## src/rtl/multicycle_alu_if.sv

```systemverilog
// Request/response bundle for multicycle_alu: start/ready/done handshake, operands and results.
// The overflow signal exists only when ALU_OVERFLOW_EN is defined.
interface multicycle_alu_if #(
    parameter int DATA_WIDTH  = 32,
    parameter int SHAMT_WIDTH = $clog2(DATA_WIDTH)
);
    logic                   start;
    logic [3:0]             ALUOperation;
    logic [DATA_WIDTH-1:0]  A;
    logic [DATA_WIDTH-1:0]  B;
    logic [SHAMT_WIDTH-1:0] in_shamt;
    logic                   ready;
    logic                   done;
    logic [DATA_WIDTH-1:0]  ALUResult;
    logic                   Zero;
    logic [DATA_WIDTH-1:0]  HI;
    logic [DATA_WIDTH-1:0]  LO;
    logic                   div_by_zero;
`ifdef ALU_OVERFLOW_EN
    logic                   overflow;
`endif

    modport master (
`ifdef ALU_OVERFLOW_EN
        input  overflow,
`endif
        output start, ALUOperation, A, B, in_shamt,
        input  ready, done, ALUResult, Zero, HI, LO, div_by_zero
    );

    modport slave (
`ifdef ALU_OVERFLOW_EN
        output overflow,
`endif
        input  start, ALUOperation, A, B, in_shamt,
        output ready, done, ALUResult, Zero, HI, LO, div_by_zero
    );
endinterface

```

## src/rtl/multicycle_alu.sv

```systemverilog
// EX-stage ALU: registered single-cycle ops plus iterative MULTU/DIVU into HI/LO.
// Define ALU_OVERFLOW_EN to add the signed ADD/SUB overflow flag.
module multicycle_alu #(
    parameter int DATA_WIDTH  = 32,
    parameter int SHAMT_WIDTH = $clog2(DATA_WIDTH)
) (
    input  logic            clk,
    input  logic            reset,
    multicycle_alu_if.slave bus
);
    localparam logic [3:0] OP_AND   = 4'd0;
    localparam logic [3:0] OP_OR    = 4'd1;
    localparam logic [3:0] OP_NOR   = 4'd2;
    localparam logic [3:0] OP_ADD   = 4'd3;
    localparam logic [3:0] OP_SUB   = 4'd4;
    localparam logic [3:0] OP_SLL   = 4'd5;
    localparam logic [3:0] OP_SRL   = 4'd6;
    localparam logic [3:0] OP_SRA   = 4'd7;
    localparam logic [3:0] OP_SLT   = 4'd8;
    localparam logic [3:0] OP_SLTU  = 4'd9;
    localparam logic [3:0] OP_MULTU = 4'd10;
    localparam logic [3:0] OP_DIVU  = 4'd11;
    localparam int         MSB      = DATA_WIDTH - 1;

    typedef enum logic [1:0] {IDLE, MUL, DIV, DONE} state_t;

    state_t                 r_state;
    state_t                 w_state_next;
    logic [DATA_WIDTH-1:0]  r_a;
    logic [DATA_WIDTH-1:0]  r_b;
    logic [DATA_WIDTH-1:0]  r_wk_hi;
    logic [DATA_WIDTH-1:0]  r_wk_lo;
    logic [SHAMT_WIDTH-1:0] r_cnt;
    logic [DATA_WIDTH-1:0]  r_result;
    logic [DATA_WIDTH-1:0]  r_hi;
    logic [DATA_WIDTH-1:0]  r_lo;
    logic                   r_zero;
    logic                   r_dbz;

    logic                   w_ready;
    logic                   w_accept;
    logic                   w_last;
    logic [DATA_WIDTH-1:0]  w_alu;
    logic [DATA_WIDTH:0]    w_mul_sum;
    logic [DATA_WIDTH:0]    w_div_shift;
    logic [DATA_WIDTH:0]    w_div_diff;
    logic [DATA_WIDTH-1:0]  w_step_hi;
    logic [DATA_WIDTH-1:0]  w_step_lo;

    assign w_ready  = (r_state == IDLE) || (r_state == DONE);
    assign w_accept = bus.start && w_ready;
    assign w_last   = (r_cnt == SHAMT_WIDTH'(DATA_WIDTH - 1));

    always_comb begin
        w_alu = '0;
        case (bus.ALUOperation)
            OP_AND:  w_alu = bus.A & bus.B;
            OP_OR:   w_alu = bus.A | bus.B;
            OP_NOR:  w_alu = ~(bus.A | bus.B);
            OP_ADD:  w_alu = bus.A + bus.B;
            OP_SUB:  w_alu = bus.A - bus.B;
            OP_SLL:  w_alu = bus.B << bus.in_shamt;
            OP_SRL:  w_alu = bus.B >> bus.in_shamt;
            OP_SRA:  w_alu = $signed(bus.B) >>> bus.in_shamt;
            OP_SLT:  w_alu = {{(DATA_WIDTH-1){1'b0}}, ($signed(bus.A) < $signed(bus.B))};
            OP_SLTU: w_alu = {{(DATA_WIDTH-1){1'b0}}, (bus.A < bus.B)};
            default: w_alu = '0;
        endcase
    end

`ifdef ALU_OVERFLOW_EN
    logic w_alu_ovf;
    logic r_ovf;

    always_comb begin
        w_alu_ovf = 1'b0;
        if (bus.ALUOperation == OP_ADD)
            w_alu_ovf = (bus.A[MSB] == bus.B[MSB]) && (w_alu[MSB] != bus.A[MSB]);
        else if (bus.ALUOperation == OP_SUB)
            w_alu_ovf = (bus.A[MSB] != bus.B[MSB]) && (w_alu[MSB] != bus.A[MSB]);
    end

    assign bus.overflow = r_ovf;
`endif

    // MUL: {hi,lo} holds {partial sum, remaining multiplier}; DIV: {remainder, dividend->quotient}.
    assign w_mul_sum   = {1'b0, r_wk_hi} + (r_wk_lo[0] ? {1'b0, r_a} : {(DATA_WIDTH+1){1'b0}});
    assign w_div_shift = {r_wk_hi, r_wk_lo[MSB]};
    assign w_div_diff  = w_div_shift - {1'b0, r_b};

    always_comb begin
        w_step_hi = w_mul_sum[DATA_WIDTH:1];
        w_step_lo = {w_mul_sum[0], r_wk_lo[MSB:1]};
        if (r_state == DIV) begin
            w_step_hi = w_div_diff[DATA_WIDTH] ? w_div_shift[MSB:0] : w_div_diff[MSB:0];
            w_step_lo = {r_wk_lo[MSB-1:0], ~w_div_diff[DATA_WIDTH]};
        end
    end

    always_comb begin
        w_state_next = r_state;
        case (r_state)
            IDLE, DONE: begin
                if (r_state == DONE)
                    w_state_next = IDLE;
                if (bus.start) begin
                    case (bus.ALUOperation)
                        OP_MULTU: w_state_next = MUL;
                        OP_DIVU:  w_state_next = DIV;
                        default:  w_state_next = DONE;
                    endcase
                end
            end
            MUL, DIV: begin
                if (w_last)
                    w_state_next = DONE;
            end
            default: w_state_next = IDLE;
        endcase
    end

    always_ff @(posedge clk) begin
        if (reset) begin
            r_state  <= IDLE;
            r_a      <= '0;
            r_b      <= '0;
            r_wk_hi  <= '0;
            r_wk_lo  <= '0;
            r_cnt    <= '0;
            r_result <= '0;
            r_hi     <= '0;
            r_lo     <= '0;
            r_zero   <= 1'b0;
            r_dbz    <= 1'b0;
`ifdef ALU_OVERFLOW_EN
            r_ovf    <= 1'b0;
`endif
        end else begin
            r_state <= w_state_next;
            if (w_accept) begin
                r_a     <= bus.A;
                r_b     <= bus.B;
                r_cnt   <= '0;
                r_wk_hi <= '0;
                if (bus.ALUOperation == OP_MULTU) begin
                    r_wk_lo <= bus.B;
                end else if (bus.ALUOperation == OP_DIVU) begin
                    r_wk_lo <= bus.A;
                end else begin
                    r_result <= w_alu;
                    r_zero   <= (w_alu == '0);
                    r_dbz    <= 1'b0;
`ifdef ALU_OVERFLOW_EN
                    r_ovf    <= w_alu_ovf;
`endif
                end
            end else if ((r_state == MUL) || (r_state == DIV)) begin
                r_wk_hi <= w_step_hi;
                r_wk_lo <= w_step_lo;
                r_cnt   <= r_cnt + 1'b1;
                if (w_last) begin
`ifdef ALU_OVERFLOW_EN
                    r_ovf <= 1'b0;
`endif
                    // Divide-by-zero result is defined explicitly rather than left to the datapath.
                    if ((r_state == DIV) && (r_b == '0)) begin
                        r_hi     <= r_a;
                        r_lo     <= '1;
                        r_result <= '1;
                        r_zero   <= 1'b0;
                        r_dbz    <= 1'b1;
                    end else begin
                        r_hi     <= w_step_hi;
                        r_lo     <= w_step_lo;
                        r_result <= w_step_lo;
                        r_zero   <= (w_step_lo == '0);
                        r_dbz    <= 1'b0;
                    end
                end
            end
        end
    end

    assign bus.ready       = w_ready;
    assign bus.done        = (r_state == DONE);
    assign bus.ALUResult   = r_result;
    assign bus.Zero        = r_zero;
    assign bus.HI          = r_hi;
    assign bus.LO          = r_lo;
    assign bus.div_by_zero = r_dbz;
endmodule

```

## src/flat_wrapper.sv

```systemverilog
// flat-port wrapper written by rule: the top's interface ports become plain ports
module multicycle_alu_flat 
#(
    parameter int DATA_WIDTH  = 32,
    parameter int SHAMT_WIDTH = $clog2(DATA_WIDTH)
)
  (clk, reset, bus_start, bus_ALUOperation, bus_A, bus_B, bus_in_shamt, bus_ready, bus_done, bus_ALUResult, bus_Zero, bus_HI, bus_LO, bus_div_by_zero);
  multicycle_alu_if #(.DATA_WIDTH(DATA_WIDTH), .SHAMT_WIDTH(SHAMT_WIDTH)) bus_i ();
  input  logic clk;
  input  logic reset;
  input wire logic [$bits(bus_i.start)-1:0] bus_start;
  input wire logic [$bits(bus_i.ALUOperation)-1:0] bus_ALUOperation;
  input wire logic [$bits(bus_i.A)-1:0] bus_A;
  input wire logic [$bits(bus_i.B)-1:0] bus_B;
  input wire logic [$bits(bus_i.in_shamt)-1:0] bus_in_shamt;
  output wire logic [$bits(bus_i.ready)-1:0] bus_ready;
  output wire logic [$bits(bus_i.done)-1:0] bus_done;
  output wire logic [$bits(bus_i.ALUResult)-1:0] bus_ALUResult;
  output wire logic [$bits(bus_i.Zero)-1:0] bus_Zero;
  output wire logic [$bits(bus_i.HI)-1:0] bus_HI;
  output wire logic [$bits(bus_i.LO)-1:0] bus_LO;
  output wire logic [$bits(bus_i.div_by_zero)-1:0] bus_div_by_zero;
  assign bus_i.start = bus_start;
  assign bus_i.ALUOperation = bus_ALUOperation;
  assign bus_i.A = bus_A;
  assign bus_i.B = bus_B;
  assign bus_i.in_shamt = bus_in_shamt;
  assign bus_ready = bus_i.ready;
  assign bus_done = bus_i.done;
  assign bus_ALUResult = bus_i.ALUResult;
  assign bus_Zero = bus_i.Zero;
  assign bus_HI = bus_i.HI;
  assign bus_LO = bus_i.LO;
  assign bus_div_by_zero = bus_i.div_by_zero;
  multicycle_alu #(.DATA_WIDTH(DATA_WIDTH), .SHAMT_WIDTH(SHAMT_WIDTH)) u_core (.clk(clk), .reset(reset), .bus(bus_i));
endmodule
```

## config.mk

```make
export PLATFORM = sky130hd
export DESIGN_NAME = multicycle_alu_flat
export DESIGN_NICKNAME = d
export VERILOG_FILES = /design/src/rtl/multicycle_alu_if.sv /design/src/rtl/multicycle_alu.sv /design/src/flat_wrapper.sv
export SDC_FILE = /design/constraint.sdc
export NUM_CORES = 1
export LEC_CHECK = 0
export CAP_MARGIN = 20
export CORE_MARGIN = 4
export CORE_UTILIZATION = 40
export DETAILED_ROUTE_END_ITERATION = 8
export PLACE_DENSITY_LB_ADDON = 0.1
export SYNTH_ARGS = -nofsm -noshare
export SYNTH_HDL_FRONTEND = slang
export SYNTH_SLANG_ARGS = --single-unit
```

## constraint.sdc

```tcl
create_clock -name clk -period 7.9 [get_ports clk]
set_clock_uncertainty 0.1 [all_clocks]
set_input_delay 2.37 -clock clk [delete_from_list [all_inputs] [get_ports clk]]
set_output_delay 2.37 -clock clk [all_outputs]
set_load 0.005 [all_outputs]
```

==> out/summary.txt, run 1 <==
PortBufs = 175
Vias in the first global route = 25800
Crit path required time = 8.27 ns
First-pass GRT wire length = 186000 um
Vias/cell = 6.69
Synth Cell Area = 23800 um2
Post-Route WL = 131000 um
GR Util met3 = 9.10%
Fin. max-slew vios = 0
Area Overhead vs Synth = 15.9%
# clock sinks = 233
CTS max path bufs = 3
Global routing usage on met1 = 54.6%
Die Y = 252 um
Post-CTS Resized = 0
Final period utilization = 87.3%
# IOs = 176
Tmin final = 6.89 ns
Count of distinct cell types in the synthesized netlist = 87
DP Worst Slack = 0.621 ns
Syn Nets = 3510
Detailed Routing Iterations Pass 1 = 6
Yosys top cell by area = dfxtp_1
M2 GR Usage = 57.7%
Total setup buffers inserted after CTS = 0
CTS tree = yes
RSZ-0062 raised after global routing = false
Global route total overflow = 0
Top_reg_cell synth = dfxtp_1
Clk slew on worst S/H paths = 0.06 ns
Initial core utilization = 40.4%
Die Footprint = 63600 um2
Arrival @ worst endpoint = 7.26 ns
Max-slew headroom = 24.7%
Area contributors post-synth = dfxtp_1 (20%), ha_1 (9.2%), a21oi_1 (8.2%), nand2_1 (5.9%), mux4_2 (5.8%)
Row count = 89
TritonCTS buffer count = 25
Cts hold-fix bufs = 0
Worst-skew pair later-pin latency = 0.55 ns
Routed via count = 27700
Gate Count Post-Synth = 3254
Wire per inst = 31.6 um
GRT Total Usage = 39.3%
Avg Inst Size Synth = 7.33 um2
Hold Crit Class = flop to flop
Crit-path max FO = 6
Initial drt markers = 3660
Critical Setup Path Class = primary input to flop
Largest net degree at the start of global routing = 95
Layout net count = 3604
Static Leak = 11.1 nW
Async S/R FF share, synth = 0%
Post-DP HPWL = 102000 um
Pwr dens = 188 nW/um2
Fmax = 145 MHz
Layout cells sized above 1 = 9.66%
Max VDD drop = 0.193 mV
# setup viols final = 0
CORE AREA = 59000 um2
Final ANT Viol Nets = 0
Min setup slack post-route = 1.01 ns
Root buffer cell = clkbuf_16
Die width = 252 um
Post-synth EDFFs = 0
Routability-driven placement congestion ratio = 1.07
Setup tns final = 0 ns
Outcome = completed
Synth top area share = 19.6%
Sequential share of the synthesized area = 19.6%
Antenna violations before repair = 7
Synth warn = 0
Worst Tran Pin Value = 1.12 ns
Busiest grt layer = met2
Htree depth = 1
Final hold violation count = 0
CP startpoint kind = primary input
MaxCap Viol Count = 0
Drt drc = 0
#FFs+latches synth = 233
Setup crit end kind = flop
==> power breakdown <==
group	switching (mW)	total [mW]	leakage [nW]	internal [mW]
clock network	0.519	1.27	0.422	0.750
registers	0.109	1.39	1.90	1.28
logic	1.64	2.53	8.81	0.888
total	2.27	5.19	11.1	2.92
==> cell usage in the layout (no fill, tap or decap), types with 115 or more instances in the layout <==
master           netlist  routed
nand2_1              377     374
dfxtp_1              233     233
a21oi_1              392     392
buf_4                  8     154
ha_1                 176     175
mux2i_1              115     115
nor2_1               328     326
clkdlybuf4s50_1        0     169
inv_1                154     154
o21ai_0              154     154
==> area by class of cell <==
type                    instances  area [um2]
diodes                          4        10.0
clock buffers                  33         696
clock inverters                12         169
fillers                      5968       31400
inverters                     158         593
multi-input cells            2601       17600
flip-flops and latches        233        4660
well taps                     773         967
repair buffers                329        2910
==> cells by family after synthesis <==
logic type | Yosys count | synth area share, %
AOI/OAI and AO/OA | 1081 | 29.1
xor gates and xnor gates | 60 | 2.20
muxes | 205 | 12.0
DFF | 233 | 19.6
and+or+nand+nor | 1075 | 20.7
buffers and inverters | 420 | 6.88
adders and majority gates | 180 | 9.57
==> state kept, by name (all words and copies together) (netlist names) <==
signal / cells
u_core.r_cnt: 5
u_core.bus.div_by_zero: 1
u_core.bus.Zero: 1
u_core.bus.ALUResult: 32
u_core.bus.HI: 32
u_core.bus.LO: 32
u_core.r_state: 2
u_core.r_a: 32
u_core.r_wk_hi: 32
u_core.r_b: 32
u_core.r_wk_lo: 32
==> per-stage QoR <==
stage                     hold WS, ns  cells  utilization [%]  power, mW  cell area (um2)
final                           0.354   4143             46.8       5.19            27600
after global routing            0.370   4140             46.8       5.43            27600
after CTS                       0.356   4139             46.8       5.12            27600
after detailed placement        0.347   4094             45.4       3.85            26800
after global placement          0.345   4094             45.4       3.83            26800
after floorplan                 0.336   3254                -       2.95            23800
==> worst paths after layout <==
| check | startpoint | end | slack [ns] | cells after the start |
|---|---|---|---|---|
| worst max-delay path | bus_B[14] | u_core.bus.Zero | 1.01 | 15 |
| worst min-delay path | u_core.bus.LO[0] | u_core.bus.LO[0] | 0.35 | 2 |
| worst max register to register | u_core.r_wk_lo[31] | u_core.bus.HI[15] | 2.40 | 16 |
| worst min register to register | u_core.bus.LO[0] | u_core.bus.LO[0] | 0.35 | 2 |
==> metal layers <==
layer | part of all wire [%] | vias to the layer above
met3 | 11 | 305
met5 | 0.024 | -
met2 | 42 | 1683
met4 | 6.1 | 4
met1 | 41 | 13600
li1 | - | 12100
==> synth_stat cells (50+ instances only) <==
| library cell | instances |
|---|---|
| a21oi_1 | 392 |
| nand2_1 | 377 |
| nor2_1 | 328 |
| dfxtp_1 | 233 |
| clkbuf_1 | 203 |
| ha_1 | 176 |
| inv_1 | 154 |
| o21ai_0 | 154 |
| mux2i_1 | 115 |
| a211oi_1 | 61 |
| mux4_2 | 61 |
| nor3_1 | 57 |
| nand3_1 | 55 |
| and2_1 | 50 |
==> critical path: stages <==
cell and delay [ns]:
clkdlybuf4s50_1 1.04, inv_1 0.38, ha_1 0.44, and2_1 0.16, nand3_1 0.14, or3_1 0.37, o21ai_1 0.63, nor4_1 0.11
nor4b_1 0.34, a22oi_1 0.23, nor2_1 0.20, nand4_1 0.21, nor4b_2 0.29, nand4b_1 0.13, o31ai_1 0.22
No activity file was read; power rests on OpenSTA's default activity.
==> run 2: changes to the inputs <==
--- a/config.mk
+++ b/config.mk
@@ -8,8 +8,8 @@
 export CAP_MARGIN = 20
 export CORE_MARGIN = 4
 export CORE_UTILIZATION = 40
+export CTS_CLUSTER_DIAMETER = 50
 export DETAILED_ROUTE_END_ITERATION = 8
-export PLACE_DENSITY_LB_ADDON = 0.1
 export SYNTH_ARGS = -nofsm -noshare
 export SYNTH_HDL_FRONTEND = slang
 export SYNTH_SLANG_ARGS = --single-unit
==> run 2 against run 1 <==
Sequential share of layout area down 0.099 points. Total power up 1.6%. Sequential cell count unchanged. Hold slack worse by 0.0023 ns. Combinational power about the same. Global-route usage up 0.35 points. Core utilization up 0.28 points. Routed wire length up 1.0%. Cell area up 0.59%. Critical path type unchanged. Largest cell class unchanged.
==> out/summary.txt, run 2 (synthesis gave the netlist of run 1 again) <==
Final period utilization = 88.5% (+1.3 points)
Largest net degree at the start of global routing = 101 (+6.3%)
Root buffer cell = clkbuf_16
# clock sinks = 233 (unchanged)
Wire per inst = 31.8 um (+0.72%)
Max VDD drop = 0.197 mV (+2.3%)
CP peak stage delay = 0.66 ns (-0.38 ns)
Design Area, Final = 27800 um2 (+0.59%)
CORE AREA = 59000 um2 (unchanged)
Hold Path Sink = u_core.bus.HI[25]
Post-Route WL = 132000 um (+1.0%)
Total Power = 5.27 mW (+1.6%)
Row count = 89 (unchanged)
Final ANT Viol Nets = 0 (unchanged)
Static Leak = 11.2 nW (+0.76%)
Die width = 252 um (unchanged)
Arrival @ worst endpoint = 7.38 ns (+0.12 ns)
First-pass GRT wire length = 187000 um (+0.63%)
Pwr dens = 190 nW/um2 (+1.0%)
TritonCTS buffer count = 28 (+12%)
Setup tns final = 0 ns (unchanged)
Initial core utilization = 40.4% (unchanged)
RSZ-0062 raised after global routing = false
Global route total overflow = 0 (unchanged)
Cts hold-fix bufs = 0 (unchanged)
Reg2Reg Capture Point = u_core.bus.HI[21]
CTS max path bufs = 3 (unchanged)
Min setup slack post-route = 0.907 ns (-0.100 ns)
CP max stage cell = a21oi_1
PortBufs = 175 (unchanged)
Routed via count = 27800 (+0.45%)
Area Overhead vs Synth = 16.6%
# IOs = 176 (unchanged)
Min-delay src = u_core.bus.HI[25]
Worst reg2reg path depth = 15 (-1)
Tmin final = 6.99 ns (+0.100 ns)
GRT Total Usage = 39.6% (+0.35 points)
Die Footprint = 63600 um2 (unchanged)
Max-slew headroom = 15.8% (-8.9 points)
Worst Tran Pin Value = 1.25 ns (+0.132 ns)
Post-placement cell area = 26800 um2 (+0.22%)
Hold Crit Class = flop to flop
Total setup buffers inserted after CTS = 0 (unchanged)
RR Startpoint = u_core.r_wk_lo[31]
Worst-skew pair later-pin latency = 0.57 ns (+0.02 ns)
Htree depth = 1 (unchanged)
Vias/cell = 6.70 (+0.14%)
Core Util, Final = 47.1% (+0.28 points)
DP Worst Slack = 0.497 ns (-0.124 ns)
Critical Setup Path Class = primary input to flop
Post-DP HPWL = 103000 um (+0.85%)
Crit path required time = 8.28 ns (about the same)
Post-CTS Resized = 0 (unchanged)
CTS tree = yes
MaxCap Viol Count = 0 (unchanged)
Detailed Routing Iterations Pass 1 = 9 (+3)
CP Cell Sequence = clkdlybuf4s50_1, inv_1, ha_1, a211oi_1, o21ai_1, a21oi_1, o31ai_1, a211o_1, a211oi_1, o211ai_1, nor4_1, nand4_1, nor4b_2, nand4b_1, o31ai_1
Setup crit end kind = flop
Layout net count = 3614 (+0.28%)
Final hold violation count = 0 (unchanged)
Outcome = completed
Drt drc = 0 (unchanged)
Vias in the first global route = 26000 (+0.50%)
Fmax = 143 MHz (-1.4%)
CP startpoint kind = primary input
Crit-path max FO = 7 (+1)
Commonest non-fill, non-tap cell in the layout = a21oi_1
Fin. max-slew vios = 0 (unchanged)
Clk slew on worst S/H paths = 0.06 ns (about the same)
R2R Setup Slk = 2.61 ns (+0.21 ns)
Die Y = 252 um (unchanged)
# setup viols final = 0 (unchanged)
Most frequent cells in the layout = a21oi_1 (392), nand2_1 (375), nor2_1 (326)
CP top delay family = compound AO/OA/AOI/OAI gates
Routability-driven placement congestion ratio = 1.09 (+2.3%)
Antenna violations before repair = 8 (+1)
Initial drt markers = 3580 (-2.2%)
Layout cells sized above 1 = 10.0% (+0.35 points)
Worst Path Buf+Inv = 2 (unchanged)
Worst hold stages = 2 (unchanged)
[run 2: cell count changes in the layout (fill, tap and decap cells not counted), moves of 2 or more]
cell / before / now
clkbuf_16: 25 / 28
bufinv_16: 4 / 2
clkinv_2: 5 / 2
clkinv_4: 0 / 3
buf_4: 154 / 160
clkinv_8: 0 / 4
[run 2: metrics by stage]
stage               hold WS (ns)  instances
floorplan                  0.336       3254
global placement           0.347       4100
detailed placement         0.349       4101
CTS                        0.358       4152
global route               0.380       4153
finish                     0.352       4156
[run 2: power by group]
| part | internal [mW] | total (mW) | switching (mW) | leakage [nW] |
|---|---|---|---|---|
| combinational | 0.893 | 2.54 | 1.64 | 8.85 |
| sequential | 1.28 | 1.39 | 0.110 | 1.90 |
| clock | 0.772 | 1.35 | 0.576 | 0.470 |
| total | 2.94 | 5.27 | 2.33 | 11.2 |
[run 2: worst max-delay path by stage]
stage                 endpoint  cells after the start      from
2_1_floorplan  u_core.bus.Zero                     16  bus_B[2]
3_3_place_gp   u_core.bus.Zero                     14  bus_A[1]
3_5_place_dp   u_core.bus.Zero                     15  bus_A[1]
4_1_cts        u_core.bus.Zero                     15  bus_A[1]
5_1_grt        u_core.bus.Zero                     15  bus_A[1]
6_report       u_core.bus.Zero                     15  bus_A[1]
[run 2: tightest hold or removal path, delay by kind of cell (launching register included)]
kind / cells / cell delay (ns)
simple gates: 1 / 0.05
flops: 1 / 0.31
compound gates: 1 / 0.05
[run 2: layout make-up]
class	instances	area [um2]
Antenna cell	4	10.0
Timing Repair Buffer	336	2960
Sequential cell	233	4660
Tap cell	773	967
Inverter	158	593
Clock inverter	15	198
Multi-Input combinational cell	2601	17600
Clock buffer	36	771
Fill cell	5921	31200
[run 2: metal layers]
metal | vias up | part of all wire (%) | global-route usage [%]
met5 | - | 0.018 | 0
met4 | 4 | 6.0 | 18.8
met3 | 321 | 11 | 10.0
met2 | 1769 | 42 | 57.9
met1 | 13600 | 41 | 54.7
li1 | 12100 | - | -
